$ cat src/rtl/mem_port_arbiter_pkg.sv
// Shared constants for the I/D memory port arbiter: FSM encoding, port IDs
// and the two-requester round-robin pick.
package mem_port_arbiter_pkg;

  localparam logic [1:0] ST_IDLE  = 2'd0;
  localparam logic [1:0] ST_ISSUE = 2'd1;
  localparam logic [1:0] ST_WAIT  = 2'd2;

  localparam logic PORT_I = 1'b0;
  localparam logic PORT_D = 1'b1;

  // On a tie the port that did not win last time goes next.
  function automatic logic pick_port(input logic i_req, input logic d_req,
                                     input logic last_grant);
    if (i_req && d_req) return ~last_grant;
    else if (d_req)     return PORT_D;
    else                return PORT_I;
  endfunction

endpackage

$ cat src/rtl/mem_port_arbiter.sv
// Shares one single-ported memory between the I-fetch and load/store ports:
// one transaction in flight, round-robin grant, response routed to its issuer.
module mem_port_arbiter
  import mem_port_arbiter_pkg::*;
#(
  parameter int CORE         = 0,
  parameter int DATA_WIDTH   = 32,
  parameter int ADDRESS_BITS = 20
) (
  input  logic                    clock,
  input  logic                    reset,
  input  logic                    i_read,
  input  logic [ADDRESS_BITS-1:0] i_address,
  output logic                    i_ready,
  output logic                    i_valid,
  output logic [DATA_WIDTH-1:0]   i_out_data,
  output logic [ADDRESS_BITS-1:0] i_out_addr,
  input  logic                    d_read,
  input  logic                    d_write,
  input  logic [ADDRESS_BITS-1:0] d_address,
  input  logic [DATA_WIDTH-1:0]   d_in_data,
  output logic                    d_ready,
  output logic                    d_valid,
  output logic [DATA_WIDTH-1:0]   d_out_data,
  output logic [ADDRESS_BITS-1:0] d_out_addr,
  output logic                    mem_read,
  output logic                    mem_write,
  output logic [ADDRESS_BITS-1:0] mem_address,
  output logic [DATA_WIDTH-1:0]   mem_in_data,
  input  logic                    mem_ready,
  input  logic                    mem_valid,
  input  logic [DATA_WIDTH-1:0]   mem_out_data,
  input  logic [ADDRESS_BITS-1:0] mem_out_addr,
  input  logic                    report
);

  logic [1:0]              state_q, state_d;
  // last_grant_q doubles as the owner of the transaction in flight.
  logic                    last_grant_q, last_grant_d;
  logic                    cap_write_q, cap_write_d;
  logic [ADDRESS_BITS-1:0] cap_addr_q, cap_addr_d;
  logic [DATA_WIDTH-1:0]   cap_data_q, cap_data_d;
  logic                    i_valid_q, i_valid_d;
  logic [DATA_WIDTH-1:0]   i_out_data_q, i_out_data_d;
  logic [ADDRESS_BITS-1:0] i_out_addr_q, i_out_addr_d;
  logic                    d_valid_q, d_valid_d;
  logic [DATA_WIDTH-1:0]   d_out_data_q, d_out_data_d;
  logic [ADDRESS_BITS-1:0] d_out_addr_q, d_out_addr_d;

  logic i_req, d_req, grant, grant_port, resp;

  // The report hook has no synthesizable effect.
  logic unused_report;
  assign unused_report = report ^ (CORE != 0);

  assign i_req      = i_read;
  assign d_req      = d_read | d_write;
  assign grant      = (state_q == ST_IDLE) && mem_ready && (i_req || d_req) && !reset;
  assign grant_port = pick_port(i_req, d_req, last_grant_q);
  assign resp       = (state_q == ST_WAIT) && mem_valid;

  always_ff @(posedge clock) begin
    if (reset) begin
      state_q      <= ST_IDLE;
      last_grant_q <= PORT_D;
      cap_write_q  <= 1'b0;
      cap_addr_q   <= '0;
      cap_data_q   <= '0;
      i_valid_q    <= 1'b0;
      i_out_data_q <= '0;
      i_out_addr_q <= '0;
      d_valid_q    <= 1'b0;
      d_out_data_q <= '0;
      d_out_addr_q <= '0;
    end else begin
      state_q      <= state_d;
      last_grant_q <= last_grant_d;
      cap_write_q  <= cap_write_d;
      cap_addr_q   <= cap_addr_d;
      cap_data_q   <= cap_data_d;
      i_valid_q    <= i_valid_d;
      i_out_data_q <= i_out_data_d;
      i_out_addr_q <= i_out_addr_d;
      d_valid_q    <= d_valid_d;
      d_out_data_q <= d_out_data_d;
      d_out_addr_q <= d_out_addr_d;
    end
  end

  always_comb begin
    state_d = state_q;
    case (state_q)
      ST_IDLE:  if (grant) state_d = ST_ISSUE;
      ST_ISSUE: state_d = ST_WAIT;
      ST_WAIT:  if (mem_valid) state_d = ST_IDLE;
      default:  state_d = ST_IDLE;
    endcase
  end

  always_comb begin
    last_grant_d = last_grant_q;
    cap_write_d  = cap_write_q;
    cap_addr_d   = cap_addr_q;
    cap_data_d   = cap_data_q;
    if (grant) begin
      last_grant_d = grant_port;
      if (grant_port == PORT_D) begin
        cap_write_d = d_write;
        cap_addr_d  = d_address;
        cap_data_d  = d_in_data;
      end else begin
        cap_write_d = 1'b0;
        cap_addr_d  = i_address;
      end
    end
  end

  always_comb begin
    i_valid_d    = resp && (last_grant_q == PORT_I);
    d_valid_d    = resp && (last_grant_q == PORT_D);
    i_out_data_d = i_out_data_q;
    i_out_addr_d = i_out_addr_q;
    d_out_data_d = d_out_data_q;
    d_out_addr_d = d_out_addr_q;
    if (i_valid_d) begin
      i_out_data_d = mem_out_data;
      i_out_addr_d = mem_out_addr;
    end
    if (d_valid_d) begin
      d_out_data_d = mem_out_data;
      d_out_addr_d = mem_out_addr;
    end
  end

  always_comb begin
    i_ready     = grant && (grant_port == PORT_I);
    d_ready     = grant && (grant_port == PORT_D);
    mem_read    = (state_q == ST_ISSUE) && !cap_write_q;
    mem_write   = (state_q == ST_ISSUE) && cap_write_q;
    mem_address = cap_addr_q;
    mem_in_data = cap_data_q;
  end

  assign i_valid    = i_valid_q;
  assign i_out_data = i_out_data_q;
  assign i_out_addr = i_out_addr_q;
  assign d_valid    = d_valid_q;
  assign d_out_data = d_out_data_q;
  assign d_out_addr = d_out_addr_q;

endmodule

$ cat config.mk
export PLATFORM = sky130hd
export DESIGN_NAME = mem_port_arbiter
export DESIGN_NICKNAME = d
export VERILOG_FILES = /design/src/rtl/mem_port_arbiter_pkg.sv /design/src/rtl/mem_port_arbiter.sv
export SDC_FILE = /design/constraint.sdc
export NUM_CORES = 1
export LEC_CHECK = 0
export CORE_AREA = 10 10 153 155
export DETAILED_ROUTE_END_ITERATION = 10
export DIE_AREA = 0 0 163 165
export HOLD_SLACK_MARGIN = 0.12
export SYNTH_ARGS = -nofsm -noshare
export SYNTH_HDL_FRONTEND = slang
export SYNTH_SLANG_ARGS = --single-unit
export TNS_END_PERCENT = 10
$ cat constraint.sdc
create_clock -name clock -period 2.2 [get_ports clock]
set_input_delay 0.22 -clock clock [delete_from_list [all_inputs] [get_ports clock]]
set_output_delay 0.22 -clock clock [all_outputs]
set_load 0.05 [all_outputs]
* Word level (Yosys, flattened, before mapping) *
Index checks and enable logic that the tools add are counted.

storage, ports and cells
  flip-flop bits (word level) = 162
  input bits = 132
  output and inout bits = 162
  logic and storage cells = 42

cells by class
  eq/ne operators = 4
  muxes and demuxes = 7
  bitwise logic cells = 3
  reductions and logical operators = 17

operators by type and width
  operator              count
  $mux W20              1
  $logic_and A1 B1 Y1   11
  $pmux W2 S3           1
  $mux W2               2
  $ne A2 B2 Y1 const B  2
  $reduce_and A2 Y1     2
  $mux W1               3
  $eq A2 B1 Y1 const B  1
  $eq A2 B2 Y1 const B  1
  $logic_not A1 Y1      2
  $logic_not A2 Y1      1
  $not A1 Y1            2
  $logic_or A1 B1 Y1    1
  $or A1 B1 Y1          1

* Depth between registers and ports, before layout *
  depth after elaboration = 6
  gate-level depth with buffers = 6
  depth with buffers taken out = 3

* Least setup slack after synthesis *
OpenSTA, ideal clock, no wires.

  path type = reg2out
  from = register last_grant_q
  to = output port d_ready
  arrival = 1896 ps
  required time = 1980 ps
  setup slack = 84 ps
  cell stages (with the launch flop) = 5
  buffers on the path = 2
  cell sequence = dfxtp_1 buf_2 o2bb2ai_2 clkbuf_1 nor3_1

between the ends
  word-level cells in the longest chain between the ends = 3

ends and longest elaborated chain
  what                    line                        source
  start, declared         mem_port_arbiter.sv:39      logic last_grant_q, last_grant_d;
  start signal, assigned  mem_port_arbiter.sv:77      last_grant_q <= last_grant_d;
  $not A1 Y1              mem_port_arbiter_pkg.sv:15  if (i_req && d_req) return ~last_grant;
  $mux W1                 mem_port_arbiter_pkg.sv:15
  $logic_and A1 B1 Y1     mem_port_arbiter.sv:137     d_ready = grant && (grant_port == PORT_D);
  end, declared           mem_port_arbiter.sv:22      output logic d_ready,

No other way between the ends.

* Worst setup path after layout *
  from = register last_grant_q
  to = output port i_ready

between the ends
  word-level cells in the longest chain between the ends = 4

ends and longest elaborated chain
  what                 line                        source
  $not A1 Y1           mem_port_arbiter_pkg.sv:15
  $mux W1              mem_port_arbiter_pkg.sv:15
  $not A1 Y1           mem_port_arbiter.sv:136     i_ready = grant && (grant_port == PORT_I);
  $logic_and A1 B1 Y1  mem_port_arbiter.sv:136
  end, declared        mem_port_arbiter.sv:14      output logic i_ready,

No other way between the ends.

==> results.sh <==
export IMPL_run_status="finished clean"
export IMPL_regToRegEndpoint="mem_in_data[12]$_SDFFE_PP0P_"
export IMPL_overflow=0
export IMPL_post_place_cells=1256
export IMPL_chipHeight_um=165
export IMPL_cts_post_setup_buffers_inserted=0
export IMPL_layout_cell_share_with_drive_strength_beyond_1=0.0589
export IMPL_design_final_nets=1137
export IMPL_worst_setup_path_endpoint="i_ready"
export IMPL_final_max_slew_violation_count=0
export IMPL_final_wtd_congestion=0.766
export IMPL_power_leakage_nw=3.31
export IMPL_synth_avg_cell_area_um2=8.07
export IMPL_syn_area_um2=6000
export IMPL_r2r_worst_path_cells=4
export IMPL_yosys_register_bits=162
export IMPL_finalHoldViolCount=0
export IMPL_antenna_found_initial=0
export IMPL_synthesis_instances=744
export IMPL_min_period_ns=2.06
export IMPL_mappedNetlistNets=876
export IMPL_worst_pin_slew_ns=0.581
export IMPL_post_route_period_util=0.934
export IMPL_critPathRequiredTime_ns=1.98
export IMPL_post_drt_via_cell_ratio=4.66
export IMPL_max_clock_path_buffers=2
export IMPL_r2r_slack_ns=0.65
export IMPL_worstSetupPathDepth=4
export IMPL_design_portCount=294
export IMPL_power_density_nw_per_um2=761
export IMPL_detailedPlacementHpwl_um=16000
export IMPL_r2r_start="state_q[1]$_SDFFE_PP0P_"
export IMPL_ctsRootBufferMaster="sky130_fd_sc_hd__clkbuf_16"
export IMPL_layout_core_utilization=0.487
export IMPL_path_clk_slew_ns=0.07
export IMPL_htree_levels=4
export IMPL_synthDistinctLibCells=26
export IMPL_die_area_um2=26900
export IMPL_worstPathArrival_ns=1.84
export IMPL_path_class="flop to primary output"
export IMPL_antenna_left=0
export IMPL_critical_path_slowest_cell="sky130_fd_sc_hd__dfxtp_1"
export IMPL_endpoint_kind="primary output"
export IMPL_worst_path_max_fanout=32
export IMPL_worstPathBufferInverterCount=2
export IMPL_dr_first_iter_drc_count=366
export IMPL_layout_area_overhead_vs_synth_pct=63.6
export IMPL_path_cells="a2bb2oi_4, buf_12, nor3_1, buf_12"
export IMPL_tns_ns=0
export IMPL_critical_path_startpoint_type="flop"
export IMPL_antenna_cells_inserted=0
export IMPL_final_area_um2=9820
export IMPL_cts_resized=0
export IMPL_post_dp_cell_area_um2=9190
export IMPL_synth_warnings=0
export IMPL_fin_hold_ws_ns=0.218
export IMPL_critPathMaxStageDelay_ns=0.59
export IMPL_achievable_frequency_mhz=487
export IMPL_maxCapViolations=0
export IMPL_timing_final_setup_violations=0
export IMPL_dr_total_vias=6001
export IMPL_clock_sinks=162
export IMPL_clk_latency_worst_skew_pair_ns=0.43
export IMPL_critical_path_launch_point="last_grant_q$_SDFFE_PP1P_"
export IMPL_grt_pass1_vias=5842
export IMPL_wl_per_cell_um=17.7
export IMPL_die_x_um=163
export IMPL_grt_total_usage=0.161
export IMPL_port_buffers=292
export IMPL_grt_pass1_wl_um=34200
export IMPL_initial_core_util=0.298
export IMPL_final_setup_skew_ns=0.0139
export IMPL_fillCellCount=1980
export IMPL_slew_limit_headroom=0.611
export IMPL_cts_hold_buf=0
export IMPL_fp_rows=52
export IMPL_totalWireLength_um=22800
export IMPL_stdcell_count=1288
export IMPL_crit_top_cell="sky130_fd_sc_hd__buf_12"
export IMPL_cts_buffers=17
export IMPL_worstHoldPathType="input pin to flop"
export IMPL_power_ir_vdd_worst_mv=0.473
export IMPL_rsz0062_at_grt="false"
export IMPL_core_region_area_um2=20200
export IMPL_drcViolationCount=0
export IMPL_synth_seq_area_share=0.540
export IMPL_critical_path_top_delay_family="flip-flops"
export IMPL_number_of_detailed_routing_iterations_run_before_antenna_repair=6
export IMPL_pin_count_of_the_biggest_net_entering_global_routing=65
export IMPL_dpl_worst_slack_ns=0.248
export IMPL_total_power_mw=7.47
export IMPL_clock_tree_from_tritoncts="yes"
export IMPL_finalWorstSetupSlack_ns=0.145
flip-flops by register name (all words and copies together) (netlist names):
name,count
cap_write_q,1
d_out_addr,20
d_out_data,32
d_valid,1
i_out_addr,20
i_out_data,32
i_valid,1
last_grant_q,1
mem_address,20
mem_in_data,32
state_q,2
report_power, final:
| part | internal [mW] | switching (mW) |
|---|---|---|
| registers | 3.03 | 0.0541 |
| clock network | 1.86 | 1.32 |
| logic | 0.500 | 0.716 |
| total | 5.38 | 2.09 |
metal layers:
metal  track usage  share of wire  vias to the layer above
li1              -              -                     3028
met1         0.181           0.40                     2746
met2         0.266           0.49                      197
met3        0.0695          0.096                       30
met4        0.0607          0.022                        0
met5             0              0                        -
placed cells by master (no fill, tap or decap):
master	instances
sky130_fd_sc_hd__clkdlybuf4s50_1	287
sky130_fd_sc_hd__nand2_1	250
sky130_fd_sc_hd__dfxtp_1	162
sky130_fd_sc_hd__a21oi_1	158
sky130_fd_sc_hd__nand3_1	33
sky130_fd_sc_hd__o21ai_1	22
sky130_fd_sc_hd__a311oi_1	20
sky130_fd_sc_hd__clkbuf_16	17
sky130_fd_sc_hd__o21ai_0	11
sky130_fd_sc_hd__buf_4	11
sky130_fd_sc_hd__buf_12	10
sky130_fd_sc_hd__nor2_1	6
sky130_fd_sc_hd__inv_6	5
sky130_fd_sc_hd__nor3_1	3
sky130_fd_sc_hd__bufinv_16	3
sky130_fd_sc_hd__clkinvlp_4	2
sky130_fd_sc_hd__inv_8	2
sky130_fd_sc_hd__clkinv_4	2
sky130_fd_sc_hd__o2bb2ai_4	1
sky130_fd_sc_hd__nor3b_2	1
sky130_fd_sc_hd__or3_1	1
sky130_fd_sc_hd__a2bb2oi_4	1
sky130_fd_sc_hd__nand2b_1	1
sky130_fd_sc_hd__inv_1	1
sky130_fd_sc_hd__or3b_1	1
sky130_fd_sc_hd__nor4bb_4	1
sky130_fd_sc_hd__nand4bb_4	1
sky130_fd_sc_hd__and4b_2	1
sky130_fd_sc_hd__nand4b_1	1
sky130_fd_sc_hd__nor2_4	1
sky130_fd_sc_hd__a221o_1	1
sky130_fd_sc_hd__clkbuf_8	1
how the worst min path moves through the flow:
| stage | from | to | slack (ns) | depth (start not counted) |
|---|---|---|---|---|
| after CTS | reset | i_out_data[7]$_SDFFE_PP0P_ | 0.20 | 2 |
| after detailed placement | d_out_addr[3]$_SDFFE_PP0P_ | d_out_addr[3]$_SDFFE_PP0P_ | 0.45 | 2 |
| after floorplan | mem_out_addr[0] | i_out_addr[0]$_SDFFE_PP0P_ | 0.36 | 2 |
| after global routing | reset | i_out_addr[17]$_SDFFE_PP0P_ | 0.23 | 2 |
| final | reset | i_out_data[10]$_SDFFE_PP0P_ | 0.22 | 2 |
| after global placement | i_out_data[26]$_SDFFE_PP0P_ | i_out_data[26]$_SDFFE_PP0P_ | 0.44 | 2 |
cells in the mapped netlist:
library cell,count,area [um2]
sky130_fd_sc_hd__or3b_1,1,8.76
sky130_fd_sc_hd__nor4bb_1,1,10.0
sky130_fd_sc_hd__o21ai_0,11,55.1
sky130_fd_sc_hd__a2bb2oi_4,1,26.3
sky130_fd_sc_hd__o2bb2ai_2,1,15.0
sky130_fd_sc_hd__nand4bb_1,1,11.3
sky130_fd_sc_hd__nor3_1,3,15.0
sky130_fd_sc_hd__a221o_1,1,10.0
sky130_fd_sc_hd__nand2_1,250,938
sky130_fd_sc_hd__nor2_4,1,11.3
sky130_fd_sc_hd__clkbuf_1,25,93.8
sky130_fd_sc_hd__or3_1,1,6.26
sky130_fd_sc_hd__nand2b_1,1,6.26
sky130_fd_sc_hd__buf_2,27,135
sky130_fd_sc_hd__and4b_1,1,10.0
sky130_fd_sc_hd__a21oi_1,158,791
sky130_fd_sc_hd__buf_6,5,56.3
sky130_fd_sc_hd__nand3_1,33,165
sky130_fd_sc_hd__o21ai_1,22,110
sky130_fd_sc_hd__nand4b_1,1,8.76
sky130_fd_sc_hd__inv_1,1,3.75
sky130_fd_sc_hd__nor2_1,6,22.5
sky130_fd_sc_hd__a311oi_1,20,175
sky130_fd_sc_hd__buf_4,9,67.6
sky130_fd_sc_hd__nor3b_1,1,7.51
sky130_fd_sc_hd__dfxtp_1,162,3240
final cells by class:
class | count | area, um2 | share of cell area
sequential | 162 | 3240 | 0.330
clock inverter | 14 | 189 | 0.0192
tap | 270 | 338 | 0.0344
clock buffer | 18 | 439 | 0.0447
multi-input combinational | 515 | 2450 | 0.250
timing repair buffer | 308 | 3160 | 0.321
inverter | 1 | 3.75 | 0.000382
kinds of logic (layout without fill, tap and decap cells):
family / count (synthesis) / count (layout) / share of synthesized area
buffers and inverters: 67 / 341 / 0.0594
flip-flops: 162 / 162 / 0.540
AND/OR/NAND/NOR: 301 / 301 / 0.203
AO/OA/AOI/OAI: 214 / 214 / 0.197
Note: power is estimated with default switching activity, not from simulation.
